$ cat src/rtl/led_pkg.sv
// Shared mode encoding and timing defaults for the LED scan/debounce blocks.
package led_pkg;

  typedef enum logic {
    MODE_AUTO = 1'b0,
    MODE_MAN  = 1'b1
  } mode_e;

  // 1 kHz channel slot at a 100 MHz system clock
  localparam int unsigned DEFAULT_DIV = 100000;

endpackage

$ cat src/rtl/led_mux_scan_tick_gen.sv
// Free-running prescaler: one-cycle tick every DIV clocks, clearable to restart a slot.
module tick_gen
  import led_pkg::*;
#(
  parameter int unsigned DIV = DEFAULT_DIV
) (
  input  logic clk,
  input  logic rst_n,
  input  logic clr,
  output logic tick
);

  localparam int unsigned CNT_W = (DIV > 1) ? $clog2(DIV) : 1;
  localparam logic [CNT_W-1:0] CNT_MAX = CNT_W'(DIV - 1);

  logic [CNT_W-1:0] cnt;

  assign tick = (cnt == CNT_MAX);

  always_ff @(posedge clk or negedge rst_n) begin
    if (!rst_n) begin
      cnt <= '0;
    end else if (clr || tick) begin
      cnt <= '0;
    end else begin
      cnt <= cnt + 1'b1;
    end
  end

endmodule

$ cat src/rtl/led_mux_scan.sv
// Time-division N:1 scan of switch channels onto one LED, with auto frame scan or manual select.
module led_mux_scan
  import led_pkg::*;
#(
  parameter int unsigned N_CH = 4,
  parameter int unsigned DIV  = DEFAULT_DIV
) (
  input  logic                      clk,
  input  logic                      rst_n,
  input  logic [N_CH-1:0]           sw,
  input  logic                      mode,
  input  logic [$clog2(N_CH)-1:0]   man_sel,
  output logic                      led,
  output logic [$clog2(N_CH)-1:0]   sel,
  output logic                      frame_start
);

  localparam int unsigned SEL_W = $clog2(N_CH);
  localparam logic [SEL_W-1:0] SEL_MAX = SEL_W'(N_CH - 1);

  mode_e           mode_i;
  mode_e           mode_q;
  logic [N_CH-1:0] frame;
  logic            tick;
  logic            clr;

  assign mode_i = mode_e'(mode);
  // Slot counter restarts while in manual and on the manual->auto return edge.
  assign clr    = (mode_i == MODE_MAN) || (mode_q == MODE_MAN);

  tick_gen #(.DIV(DIV)) u_tick (
    .clk   (clk),
    .rst_n (rst_n),
    .clr   (clr),
    .tick  (tick)
  );

  always_ff @(posedge clk or negedge rst_n) begin
    if (!rst_n) begin
      mode_q      <= MODE_AUTO;
      sel         <= '0;
      frame       <= '0;
      frame_start <= 1'b0;
    end else begin
      mode_q      <= mode_i;
      frame_start <= 1'b0;
      if (mode_i == MODE_MAN) begin
        sel   <= man_sel;
        frame <= sw;
      end else if (mode_q == MODE_MAN) begin
        sel         <= '0;
        frame       <= sw;
        frame_start <= 1'b1;
      end else if (tick) begin
        if (sel == SEL_MAX) begin
          sel         <= '0;
          frame       <= sw;
          frame_start <= 1'b1;
        end else begin
          sel <= sel + 1'b1;
        end
      end
    end
  end

  assign led = frame[sel];

endmodule

$ cat config.mk
export PLATFORM = sky130hd
export DESIGN_NAME = led_mux_scan
export DESIGN_NICKNAME = d
export VERILOG_FILES = /design/src/rtl/led_pkg.sv /design/src/rtl/led_mux_scan_tick_gen.sv /design/src/rtl/led_mux_scan.sv
export SDC_FILE = /design/constraint.sdc
export NUM_CORES = 1
export LEC_CHECK = 0
export CORE_ASPECT_RATIO = 0.9
export CORE_MARGIN = 1.5
export CORE_UTILIZATION = 50
export DETAILED_ROUTE_END_ITERATION = 8
export PLACE_DENSITY = 0.74
export SYNTH_ARGS = -nofsm -noshare
export SYNTH_HDL_FRONTEND = slang
export SYNTH_SLANG_ARGS = --single-unit
$ cat constraint.sdc
create_clock -name clk -period 1.7 [get_ports clk]
set_input_delay 0.34 -clock clk [delete_from_list [all_inputs] [get_ports clk]]
set_output_delay 0.34 -clock clk [all_outputs]
set_load 0.02 [all_outputs]
==> impl_results.md <==
* Status: finished with violations
* Failing checks: setup timing
* I/O Buffers at 12
* Final core utilization at 66.04%
* Clock slew seen by the registers of the worst setup and hold paths at 0.13 ns
* P&R area growth vs syn at 24.61%
* Clock Root Buffer: clkbuf_4
* Routed Antenna Nets at 0
* Worst skew pair latency at 0.32 ns
* Top_reg_cell synth: dfrtp_1
* Nets at 161
* Type of the worst setup path: reg2out
* Avg Inst Size Synth at 10.89 sq um
* Sequential cell area fraction in the yosys report at 48.26%
* Startpoint types: flip-flop
* Non-Filler Instances at 177
* Flops & latches, synth at 25
* Power density over the cells at 635.1 nW/um^2
* Pins Over Slew Limit at 0
* Hold Crit Class: in2async
* Die Height at 51.31 um
* Total gr overflow at 0
* Largest net degree at the start of global routing at 26
* Final Skew at 0.001882 ns
* Initial core utilization at 52.99%
* Async SR Flop Fraction at 100.0%
* R2R setup slack at 0.05 ns
* Die width at 56.67 um
* CTS sink cnt at 25
* Maximum clock rate at 0.5821 GHz
* CTS tree: yes
* Post-route setup slack at -0.01777 ns
* Placed Cells at 172
* Reg2reg start: u_tick.cnt[1]$_DFF_PN0_
* Crit path DAT at 1.38 ns
* Leak Pwr at 0.6848 nW
* Crit path to: led
* Syn Inst Count at 119
* CP peak stage delay at 0.51 ns
* Tightest Pin Transition at 0.3619 ns
* GP Congestion at 0.8375
* Core area at 2446 sq um
* Drt drc at 0
* Clock Tree Buf Depth at 2
* DR pass1 iterations at 4
* Worst slew margin at 75.65%
* Vias per Instance at 5.650
* YS warnings at 0
* # setup viols final at 1
* Iter 0 DRT Violations at 37
* Ant diodes at 0
* H-tree Lvls at 1
* Top-area cell type share of the netlist area at 48.26%
* First-pass GRT wire length at 4188 um
* Synth Cell Area at 1296 sq um
* Min Tclk post-route at 1.718 ns
* FILL cells at 190
* Reg2reg end: frame[2]$_DFFE_PN0P_
* Slowest cell on crit path: mux4_2
* CP Launch Point: sel[0]$_DFFE_PN0N_
* Critical path's top delay family: multiplexers
* Cts-stage hold buffer count at 0
* Worst Path Required at 1.36 ns
* Worst R2R Path Depth at 5
* Vias in the first global route at 951
* Unrepaired setup endpoints after global routing: true
* Post-synth EDFFs at 0
* Worst Path Max Fanout at 2
* IO Pins at 13
* Fin crit share at 101.0%
* WP buf/inv at 1
* Crit path depth at 2
* Vias at 1000
* Unique cell type count in the Yosys netlist at 33
* Top cells by area, synth: dfrtp_1, xnor2_1, nor2_1
* Final HPWL DP at 1878 um
* Final hold violations at 0
* Syn_nets at 130
* Global-route usage over all layers at 19.00%
* TritonCTS buffer count at 3
* Share of post-route cells with drive strength above 1 at 27.52%
* Worst-path cell chain: mux4_2 -> buf_6
* Area leader, netlist: dfrtp_1
* Max-cap violations at 0
* Worst VDD drop at 0.5731 mV
* # rows at 17
* Die outline area at 2907 sq um
* Initial antenna violation count at 0
* Detailed Route WL at 2567 um
* DR WL/cell at 14.50 um
* Setup crit end kind: output port
[registers in the layout (all words and copies together) (netlist names)]
register     cells
sel              2
frame_start      1
mode_q           1
frame            4
u_tick.cnt      17
[metal layers]
layer,vias up,wire length [um],GRT usage (%)
li1,487,-,-
met1,487,1165,23.45
met2,24,1239,32.56
met3,2,145,5.823
met4,0,17,4.762
met5,-,0,0
[cells in the final DEF, fill, tap and decap left out, types with 4 or more instances in the layout]
| master | netlist | routed |
|---|---|---|
| xnor2_1 | 8 | 8 |
| clkdlybuf4s50_1 | 0 | 9 |
| dfrtp_1 | 25 | 25 |
| mux2_4 | 0 | 4 |
| nand4_1 | 6 | 6 |
| nand3_1 | 7 | 7 |
| buf_4 | 2 | 15 |
| nor2_1 | 18 | 18 |
| inv_1 | 4 | 4 |
| nand2_1 | 6 | 6 |
[area by class of cell]
cell class                      count  area, sq um  area share [%]
Multi-Input combinational cell     88        669.4           41.44
Sequential cell                    25        625.6           38.73
Timing Repair Buffer               28        242.7           15.03
Tap cell                           28        35.03           2.169
Clock buffer                        3        22.52           1.394
Inverter                            4        15.01          0.9295
Clock inverter                      1        5.005          0.3098
[cell usage after synthesis, drive strengths merged (2+ instances only)]
cell,count
and3,4
nand3,7
o21ai,4
xor2,3
and2,2
a21oi,4
ha,2
or3,2
xnor2,8
buf,2
dfrtp,25
nor3,2
o31ai,2
a31oi,2
nor4,3
inv,4
nor2,18
nand2,6
mux2,5
nand4,8
[kinds of logic after synthesis]
family | count (synthesis) | share of synthesized area [%]
and+or+nand+nor | 56 | 25.87
AOI/OAI and AO/OA | 13 | 8.108
adders and majority gates | 2 | 1.930
xor gates and xnor gates | 11 | 7.433
muxes | 6 | 6.081
buffers and inverters | 6 | 2.316
DFF | 25 | 48.26
[metrics by stage]
| stage | hold WS [ns] | total power, mW | instance area, sq um | TNS, ns | setup slack (ns) |
|---|---|---|---|---|---|
| 2_1_floorplan | 0.04441 | 0.6981 | 1323 | -0.2023 | -0.05059 |
| 3_3_place_gp | 0.4926 | 0.7683 | 1572 | -0.01540 | -0.01540 |
| 3_5_place_dp | 0.4907 | 0.7737 | 1572 | -0.04980 | -0.04808 |
| 4_1_cts | 0.3604 | 1.039 | 1592 | -0.04857 | -0.04857 |
| 5_1_grt | 0.3712 | 1.075 | 1615 | -0.07055 | -0.07055 |
| 6_report | 0.3663 | 1.026 | 1615 | -0.01777 | -0.01777 |
[power by group]
group	internal (mW)	switching (mW)
logic	0.0751	0.0632
clock network	0.0881	0.176
registers	0.612	0.0114
[worst register-to-register path, cell delays in order, from the launching register on]
cell and delay (ns):
dfrtp_1 0.41, ha_2 0.19, and3_4 0.18, and4_4 0.20
a31oi_4 0.26, mux2_4 0.33
[timing repair]
item	4_1_cts	5_1_grt
gates resized for setup	6	4
setup endpoints to repair	3	22
endpoints found under the hold margin	0	0
pin swaps	0	2
buffers inserted	0	1
[how the worst min path moves through the flow]
| stage | start | to | slack (ns) |
|---|---|---|---|
| 6_report | rst_n | frame_start$_DFF_PN0_ | 0.37 |
| 5_1_grt | rst_n | frame_start$_DFF_PN0_ | 0.37 |
| 3_5_place_dp | frame[2]$_DFFE_PN0P_ | frame[2]$_DFFE_PN0P_ | 0.49 |
| 2_1_floorplan | rst_n | frame[0]$_DFFE_PN0P_ | 0.04 |
| 3_3_place_gp | frame[3]$_DFFE_PN0P_ | frame[3]$_DFFE_PN0P_ | 0.49 |
| 4_1_cts | rst_n | u_tick.cnt[12]$_DFF_PN0_ | 0.36 |
Note: power is estimated with default switching activity, not from simulation.
